--- config.mk ---
export PLATFORM = sky130hd
export DESIGN_NAME = frontend_ctrl
export DESIGN_NICKNAME = d
export VERILOG_FILES = /design/src/rtl/frontend_ctrl.sv
export SDC_FILE = /design/constraint.sdc
export NUM_CORES = 1
export LEC_CHECK = 0
export ABC_AREA = 1
export BUFFER_PORTS_ARGS = -buffer_cell sky130_fd_sc_hd__clkbuf_2
export CORE_MARGIN = 5
export CORE_UTILIZATION = 40
export CTS_BUF_LIST = sky130_fd_sc_hd__clkbuf_4 sky130_fd_sc_hd__clkbuf_8
export DETAILED_ROUTE_END_ITERATION = 8
export PLACE_DENSITY = 0.59
export SKIP_LAST_GASP = 1
export SYNTH_ARGS = -nofsm -noshare
export SYNTH_HDL_FRONTEND = slang
export SYNTH_SLANG_ARGS = --single-unit
--- constraint.sdc ---
create_clock -name i_clk -period 20.3 [get_ports i_clk]
set_input_delay 3.045 -clock i_clk [delete_from_list [all_inputs] [get_ports i_clk]]
set_output_delay 3.045 -clock i_clk [all_outputs]
set_load 0.01 [all_outputs]
--- src/rtl/frontend_ctrl.sv ---
// IF/ID front-end controller: fetch PC, imem handshake, one-entry skid buffer,
// IF/ID register, ID/EX valid bit and stall/redirect counters.
//
// state | meaning
// FETCH | free to issue a request at pcF
// WAIT  | one request granted, its response still to come
// DROP  | one request granted but redirected; its response is thrown away
module frontend_ctrl #(
    parameter int              XLEN     = 32,
    parameter logic [XLEN-1:0] RESET_PC = '0,
    parameter int              CNT_W    = 32
) (
    input  logic             i_clk,
    input  logic             i_rst,
    input  logic             stallF,
    input  logic             stallD,
    input  logic             flushD,
    input  logic             flushE,
    input  logic             br_selE,
    input  logic [XLEN-1:0]  br_target,
    output logic             imem_req,
    output logic [XLEN-1:0]  imem_addr,
    input  logic             imem_gnt,
    input  logic             imem_rvalid,
    input  logic [31:0]      imem_rdata,
    output logic [XLEN-1:0]  pcF,
    output logic [XLEN-1:0]  pcD,
    output logic [31:0]      instrD,
    output logic             validD,
    output logic             validE,
    output logic [CNT_W-1:0] stall_cnt,
    output logic [CNT_W-1:0] flush_cnt
);

    localparam logic [31:0] NOP = 32'h0000_0013;

    typedef enum logic [1:0] {
        S_FETCH = 2'd0,
        S_WAIT  = 2'd1,
        S_DROP  = 2'd2
    } state_t;

    state_t          state, state_nxt;
    logic [XLEN-1:0] reqpc;
    logic            hold_vld;
    logic [XLEN-1:0] skid_pc;
    logic [31:0]     skid_instr;
    logic [XLEN-1:0] target;
    logic            accept;
    logic            rsp_take;
    logic            skid_load;

    assign target    = br_target & ~XLEN'(3);
    assign imem_addr = pcF;

    always_ff @(posedge i_clk or posedge i_rst) begin
        if (i_rst) begin
            state <= S_FETCH;
        end else begin
            state <= state_nxt;
        end
    end

    always_comb begin
        state_nxt = state;
        case (state)
            S_FETCH: begin
                if (accept) begin
                    state_nxt = br_selE ? S_DROP : S_WAIT;
                end
            end
            S_WAIT: begin
                if (imem_rvalid) begin
                    state_nxt = S_FETCH;
                end else if (br_selE) begin
                    state_nxt = S_DROP;
                end
            end
            S_DROP: begin
                if (imem_rvalid) begin
                    state_nxt = S_FETCH;
                end
            end
            default: state_nxt = S_FETCH;
        endcase
    end

    // Request is masked during reset so the memory never sees a request while i_rst is high.
    always_comb begin
        imem_req  = (state == S_FETCH) && !stallF && !hold_vld && !i_rst;
        accept    = imem_req && imem_gnt;
        rsp_take  = (state == S_WAIT) && imem_rvalid && !br_selE;
        skid_load = rsp_take && stallD;
    end

    always_ff @(posedge i_clk or posedge i_rst) begin
        if (i_rst) begin
            pcF   <= RESET_PC;
            reqpc <= '0;
        end else begin
            if (br_selE) begin
                pcF <= target;
            end else if (accept) begin
                pcF <= pcF + XLEN'(4);
            end
            if (accept) begin
                reqpc <= pcF;
            end
        end
    end

    always_ff @(posedge i_clk or posedge i_rst) begin
        if (i_rst) begin
            hold_vld   <= 1'b0;
            skid_pc    <= '0;
            skid_instr <= NOP;
        end else begin
            if (br_selE) begin
                hold_vld <= 1'b0;
            end else if (skid_load) begin
                hold_vld   <= 1'b1;
                skid_pc    <= reqpc;
                skid_instr <= imem_rdata;
            end else if (!flushD && !stallD && hold_vld) begin
                hold_vld <= 1'b0;
            end
        end
    end

    // A stalled response is captured by the skid buffer above, so holding here loses nothing.
    always_ff @(posedge i_clk or posedge i_rst) begin
        if (i_rst) begin
            pcD    <= '0;
            instrD <= NOP;
            validD <= 1'b0;
        end else if (flushD) begin
            validD <= 1'b0;
            instrD <= NOP;
        end else if (stallD) begin
            validD <= validD;
        end else if (hold_vld) begin
            pcD    <= skid_pc;
            instrD <= skid_instr;
            validD <= 1'b1;
        end else if (rsp_take) begin
            pcD    <= reqpc;
            instrD <= imem_rdata;
            validD <= 1'b1;
        end else begin
            validD <= 1'b0;
            instrD <= NOP;
        end
    end

    always_ff @(posedge i_clk or posedge i_rst) begin
        if (i_rst) begin
            validE <= 1'b0;
        end else begin
            validE <= (flushE || stallD) ? 1'b0 : validD;
        end
    end

    always_ff @(posedge i_clk or posedge i_rst) begin
        if (i_rst) begin
            stall_cnt <= '0;
            flush_cnt <= '0;
        end else begin
            if (stallD && (stall_cnt != '1)) begin
                stall_cnt <= stall_cnt + CNT_W'(1);
            end
            if (br_selE && (flush_cnt != '1)) begin
                flush_cnt <= flush_cnt + CNT_W'(1);
            end
        end
    end

endmodule
==> summary.txt, run 1 <==
1st-pass router iterations - 5
Post_cts resized - 0
Final Cycle Share - 32.6%
Clock power share - 36.1%
Layout Skew - 0.0269 ns
Reg2reg path depth - 7
Synth-to-layout area growth - 17.2%
DIE AREA - 37200 um^2
Final setup fails - 0
Crit path launch type - primary input
Power share of the combinational group - 16.7%
Buffers on Ports - 259
CP arrival - 3.58 ns
Crit Path Category - primary input to primary output
Max clock buf depth - 3
Maximum clock frequency - 151 MHz
CP Capture Type - primary output
Cell area after synthesis - 13400 um^2
WP data required - 17.26 ns
CTS tree - built
First-pass GRT wire length - 59300 um
Die Y - 193 um
Initial drt markers - 819
Hold EP - skid_pc[14]
Cells along the critical path - clkbuf_2 > nor4_1 > clkbuf_2
Die Width - 193 um
Netlist cell types - 33
GPL Wtd Cong - 0.879
Switching share of total power - 30.5%
Clk pin slew, worst setup/hold paths - 0.05 ns
P_int - 0.936 mW
Post-place instance area - 14800 um^2
Clock Latency Late Sink - 0.58 ns
Power Total - 1.35 mW
Post-CTS Setup Repair Bufs - 0
Most common cell after layout, fill and taps aside - nand2_1
Ys Warns - 0
Lkg Pwr - 8.20 nW
Final Hold Fails - 0
Slew headroom - 25.7%
Min-Delay Path Depth - 2
Average wire per cell in the routed design - 14.4 um
Pwr dens - 85.9 nW/um^2
Hold buffers post-CTS - 0
Switch Pwr - 0.410 mW
Nets - 2157
Commonest non-fill, non-tap cells in the layout - nand2_1 (727), clkbuf_2 (259), dfrtp_1 (247), o21ai_0 (223), inv_1 (186)
CTS buffer count - 47
GR Overflow Total - 0
Core ar. - 33300 um^2
Max Slew Vio Count - 0
H-tree Lvls - 2
CTS sink cnt - 253
Hold Path Origin - skid_pc[14]
Vias in the first global route - 11.3k
Maximum fanout along the worst path - 2
Register area share after synthesis - 47.4%
Vias per inst - 4.74
Layout cells sized above 1 - 17.8%
R2R setup slack - 17.70 ns
# IOs - 268
Final-layout fill cell count - 3431
Most Frequent Cell on Critical Path - clkbuf_2
Cells after Synth - 1864
GRT Total Usage - 19.6%
DRC - 0
Worst Setup SP - i_rst
Vias - 12.1k
Reg2Reg Launch Point - hold_vld
Tmin final - 6.62 ns
Initial core utilization - 40.2%
Post-route ant nets - 0
Setup TNS - 0 ns
Total Wirelength - 36800 um
Largest net degree at the start of global routing - 111
Max Cap Viol - 0
Seq cells post-synth - 253
CP peak stage delay - 0.23 ns
Slowest stage cell, crit path - nor4_1
Mean Syn Cell Area - 7.18 um^2
Sequential Power Share - 47.2%
CTS Root Buffer Type - clkbuf_8
HPWL Detailed - 25700 um
Least-Margin Pin Slew - 1.11 ns
Maximum VDD drop - 0.0394 mV
Post-route cell area - 15700 um^2
Status - finished clean
Rows - 67
R2R Path End - imem_addr[6]
RSZ-0062 raised after global routing - no
Hold Crit Class - register to register
Initial antenna violation count - 1
[cell usage after synthesis, drive strengths merged]
master,instances,area share (%)
o22ai,1,0.047
nand3b,2,0.11
o31ai,1,0.056
clkbuf,41,1.2
buf,64,3.3
a21oi,29,1.1
nand4,4,0.28
clkinv,1,0.028
o21ai,224,8.4
nor4,1,0.047
xnor2,10,0.65
nand3,94,3.5
dfstp,6,1.2
nor2,178,5.4
conb,1,0.028
nor3,1,0.037
inv,190,5.4
ha,3,0.28
nand2,736,21
dfrtp,247,46
xor2,30,2.0
[worst max-delay path: cells and delay by family]
kind / cells / cell delay (ns)
buffers and inverters: 2 / 0.31
AND/OR/NAND/NOR: 1 / 0.23
[how the worst max path moves through the flow]
stage	endpoint	slack, ns	cells past startpoint
2_1_floorplan	imem_addr[19]	10.24	6
6_report	imem_req	13.68	3
5_1_grt	imem_req	13.63	3
3_3_place_gp	imem_req	13.67	3
4_1_cts	imem_req	13.68	3
3_5_place_dp	imem_req	13.68	3
[cell families after synthesis]
logic type                 synth area share, %
AOI/OAI and AO/OA                         9.57
xor gates and xnor gates                  2.62
adders and majority gates                0.281
buffers and inverters                     9.85
DFF                                       47.4
other                                   0.0280
and+or+nand+nor                           30.3
[per-stage QoR]
| stage | util, % | worst slack, ns | instances | hold WS (ns) |
|---|---|---|---|---|
| final | 47.1 | 13.68 | 2558 | 0.476 |
| after global routing | 47.1 | 13.63 | 2558 | 0.495 |
| after CTS | 47.1 | 13.68 | 2557 | 0.482 |
| after detailed placement | 44.3 | 13.68 | 2480 | 0.468 |
| after global placement | 44.3 | 13.67 | 2480 | 0.461 |
| after floorplan | - | 10.24 | 1869 | 0.448 |
[per-layer routing]
metal / GRT usage, % / up-vias / wire [um]
met5: 0 / - / 0
met4: 5.18 / 0 / 673
met3: 4.18 / 51 / 2670
met2: 29.2 / 373 / 15700
met1: 28.8 / 5525 / 17800
li1: - / 6169 / -
[cell type report]
type | instances | area [um^2] | area share (%)
clock inverter | 6 | 36.3 | 0.231
inverter | 191 | 727 | 4.64
multi-input combinational | 1320 | 5760 | 36.8
tap | 448 | 561 | 3.58
antenna | 1 | 2.50 | 0.0160
timing repair buffer | 268 | 1360 | 8.70
clock buffer | 71 | 883 | 5.64
sequential | 253 | 6340 | 40.4
[sequential cells by signal (all words and copies together), names as in the netlist, 2 cells and up]
| register | count |
|---|---|
| flush_cnt | 32 |
| instrD | 32 |
| skid_instr | 32 |
| stall_cnt | 32 |
| imem_addr | 30 |
| pcD | 30 |
| reqpc | 30 |
| skid_pc | 30 |
| state | 2 |
[power by group through the flow]
| stage | clock, mW | combinational [mW] | sequential, mW |
|---|---|---|---|
| floorplan | 0 | 0.139 | 0.644 |
| global placement | 0 | 0.224 | 0.641 |
| detailed placement | 0 | 0.228 | 0.643 |
| CTS | 0.506 | 0.229 | 0.635 |
| global route | 0.529 | 0.260 | 0.645 |
| finish | 0.486 | 0.225 | 0.635 |
Power figures use the tool's default switching activity.
==> run 2, diff against run 1 <==
==> constraint.sdc (replaced) <==
create_clock -name i_clk -period 6.4 [get_ports i_clk]
set_input_delay 0.96 -clock i_clk [delete_from_list [all_inputs] [get_ports i_clk]]
set_output_delay 0.96 -clock i_clk [all_outputs]
set_load 0.01 [all_outputs]
==> run 2 against run 1 <==
Total power rose to 3.4 times the previous value. Routed wire length down 0.51%. Hold slack worse by 0.047 ns. Sequential share of layout area decreased by 0.54 points. First-iteration DRC count decreased by 20%. Setup slack got worse by 10 ns. Sequential power increased to 3.2 times the previous value. Count of clock-buffer cells in the layout is 7 higher. Largest cell class unchanged. Register-to-register slack worse by 14 ns. Global-route usage is 0.40 points lower. Non-clock buffer count increased by 1.
==> summary.txt, run 2 (same netlist as run 1, synthesis figures left out) <==
CP Capture Type - register
First-pass GRT wire length - 58300 um (-1.7%)
CTS tree - built
GR Overflow Total - 0 (unchanged)
Lkg Pwr - 8.31 nW (+1.3%)
Most common cell after layout, fill and taps aside - nand2_1
CP arrival - 3.58 ns (about the same)
Slowest stage cell, crit path - nand2_2
Synth-to-layout area growth - 18.8%
Post-CTS Setup Repair Bufs - 0 (unchanged)
1st-pass router iterations - 5 (unchanged)
Total Wirelength - 36600 um (-0.51%)
Final Cycle Share - 49.3%
Initial antenna violation count - 0 (-1)
Initial drt markers - 656 (-20%)
H-tree Lvls - 2 (unchanged)
Vias in the first global route - 11.3k (-0.69%)
Pwr dens - 285 nW/um^2 (+230%)
GRT Total Usage - 19.2% (-0.40 points)
Post_cts resized - 0 (unchanged)
CTS sink cnt - 253 (unchanged)
Buffers on Ports - 259 (unchanged)
Tmin final - 3.16 ns
Layout Skew - 0.0152 ns (-0.0117 ns)
Slew headroom - 25.7% (+0.092 points)
Clock Latency Late Sink - 0.56 ns (-0.02 ns)
RSZ-0062 raised after global routing - no
HPWL Detailed - 25500 um (-0.98%)
# IOs - 268 (unchanged)
Setup TNS - 0 ns (unchanged)
Largest net degree at the start of global routing - 167 (+50%)
Maximum VDD drop - 0.118 mV (+200%)
Core ar. - 33300 um^2 (unchanged)
Family with the most delay on the worst path - buffers and inverters
GPL Wtd Cong - 0.878 (about the same)
Post-place instance area - 14800 um^2 (+0.11%)
Hold Crit Class - primary input to async pin
Clk pin slew, worst setup/hold paths - 0.06 ns (about the same)
DRC - 0 (unchanged)
CP peak stage delay - 0.54 ns (+0.31 ns)
Post-route setup slack - 3.24 ns (-10.44 ns)
Die Width - 193 um (unchanged)
CTS buffer count - 47 (unchanged)
Post-route cell area - 15900 um^2 (+1.3%)
Initial core utilization - 40.2% (unchanged)
Final core occ - 47.7% (+0.64 points)
Layout cells sized above 1 - 18.3% (+0.46 points)
Max clock buf depth - 3 (unchanged)
Final Hold Fails - 0 (unchanged)
Most Frequent Cell on Critical Path - buf_4
Post-route ant nets - 0 (unchanged)
Setup slack after placement - 2.60 ns (-11.08 ns)
WP data required - 6.82 ns (-10.44 ns)
Rows - 67 (unchanged)
Vias - 12.2k (+0.59%)
Average wire per cell in the routed design - 14.3 um (-0.94%)
Cells along the critical path - clkbuf_2 > buf_4 > inv_1 > buf_4 > nand3_1 > nand2_1 > nand2_2 > buf_4 > o21ai_0
Crit Path Category - primary input to register
ANT cells - 0 (-1)
CTS Root Buffer Type - clkbuf_8
Hold buffers post-CTS - 0 (unchanged)
Die Y - 193 um (unchanged)
Commonest non-fill, non-tap cells in the layout - nand2_1 (727), clkbuf_2 (259), dfrtp_1 (247), o21ai_0 (223), inv_1 (186)
Final setup fails - 0 (unchanged)
CP bufs+invs - 5 (+3)
Nets - 2158 (+0.046%)
Status - finished clean
Least-Margin Pin Slew - 1.11 ns (-0.00138 ns)
DIE AREA - 37200 um^2 (unchanged)
Maximum fanout along the worst path - 42 (+40)
Max Slew Vio Count - 0 (unchanged)
Max Cap Viol - 0 (unchanged)
Crit path launch type - primary input
Final-layout fill cell count - 3470 (+1.1%)
Vias per inst - 4.74 (+0.16%)
Maximum clock frequency - 317 MHz
-- run 2: cell count changes in the layout (fill, tap and decap cells not counted) --
cell	before	now
buf_12	0	1
bufinv_16	0	3
clkbuf_4	15	14
clkbuf_8	56	64
clkinv_2	4	5
clkinvlp_4	1	2
diode_2	1	0
inv_8	1	0
-- run 2: worst paths after layout --
path                       cells after the start             end      startpoint  slack, ns
max                                            9         pcD[27]         br_selE       3.24
min                                            2     skid_pc[24]           i_rst       0.43
max reg2reg                                    7         pcD[27]        hold_vld       3.58
min reg2reg                                    2  skid_instr[20]  skid_instr[20]       0.48
max in group asynchronous                      3   stall_cnt[26]           i_rst       4.69
min in group i_clk                             2  skid_instr[20]  skid_instr[20]       0.48
-- run 2: per-stage QoR --
| stage | total power, mW | hold WS (ns) | instances |
|---|---|---|---|
| floorplan | 2.48 | 0.448 | 1869 |
| global placement | 2.75 | 0.461 | 2481 |
| detailed placement | 2.76 | 0.467 | 2481 |
| CTS | 4.59 | 0.397 | 2569 |
| global route | 4.79 | 0.438 | 2569 |
| finish | 4.52 | 0.429 | 2569 |
-- run 2: where the power goes --
part	switching, mW	total, mW	internal, mW
logic	0.438	0.707	0.269
clock network	0.700	1.80	1.10
registers	0.193	2.02	1.83
-- run 2: metal layers --
layer / vias to the layer above / GRT usage [%] / part of all wire, %
met5: - / 0 / 0
li1: 6173 / - / -
met4: 0 / 5.05 / 2.0
met2: 355 / 29.1 / 43
met3: 52 / 3.08 / 6.1
met1: 5609 / 28.5 / 49
-- run 2: final cells by class --
class	count	area, um^2	area share [%]
Timing Repair Buffer	269	1380	8.71
Tap cell	448	561	3.53
Multi-Input combinational cell	1320	5760	36.3
Inverter	191	723	4.55
Clock buffer	78	986	6.21
Sequential cell	253	6340	39.9
Clock inverter	10	131	0.827
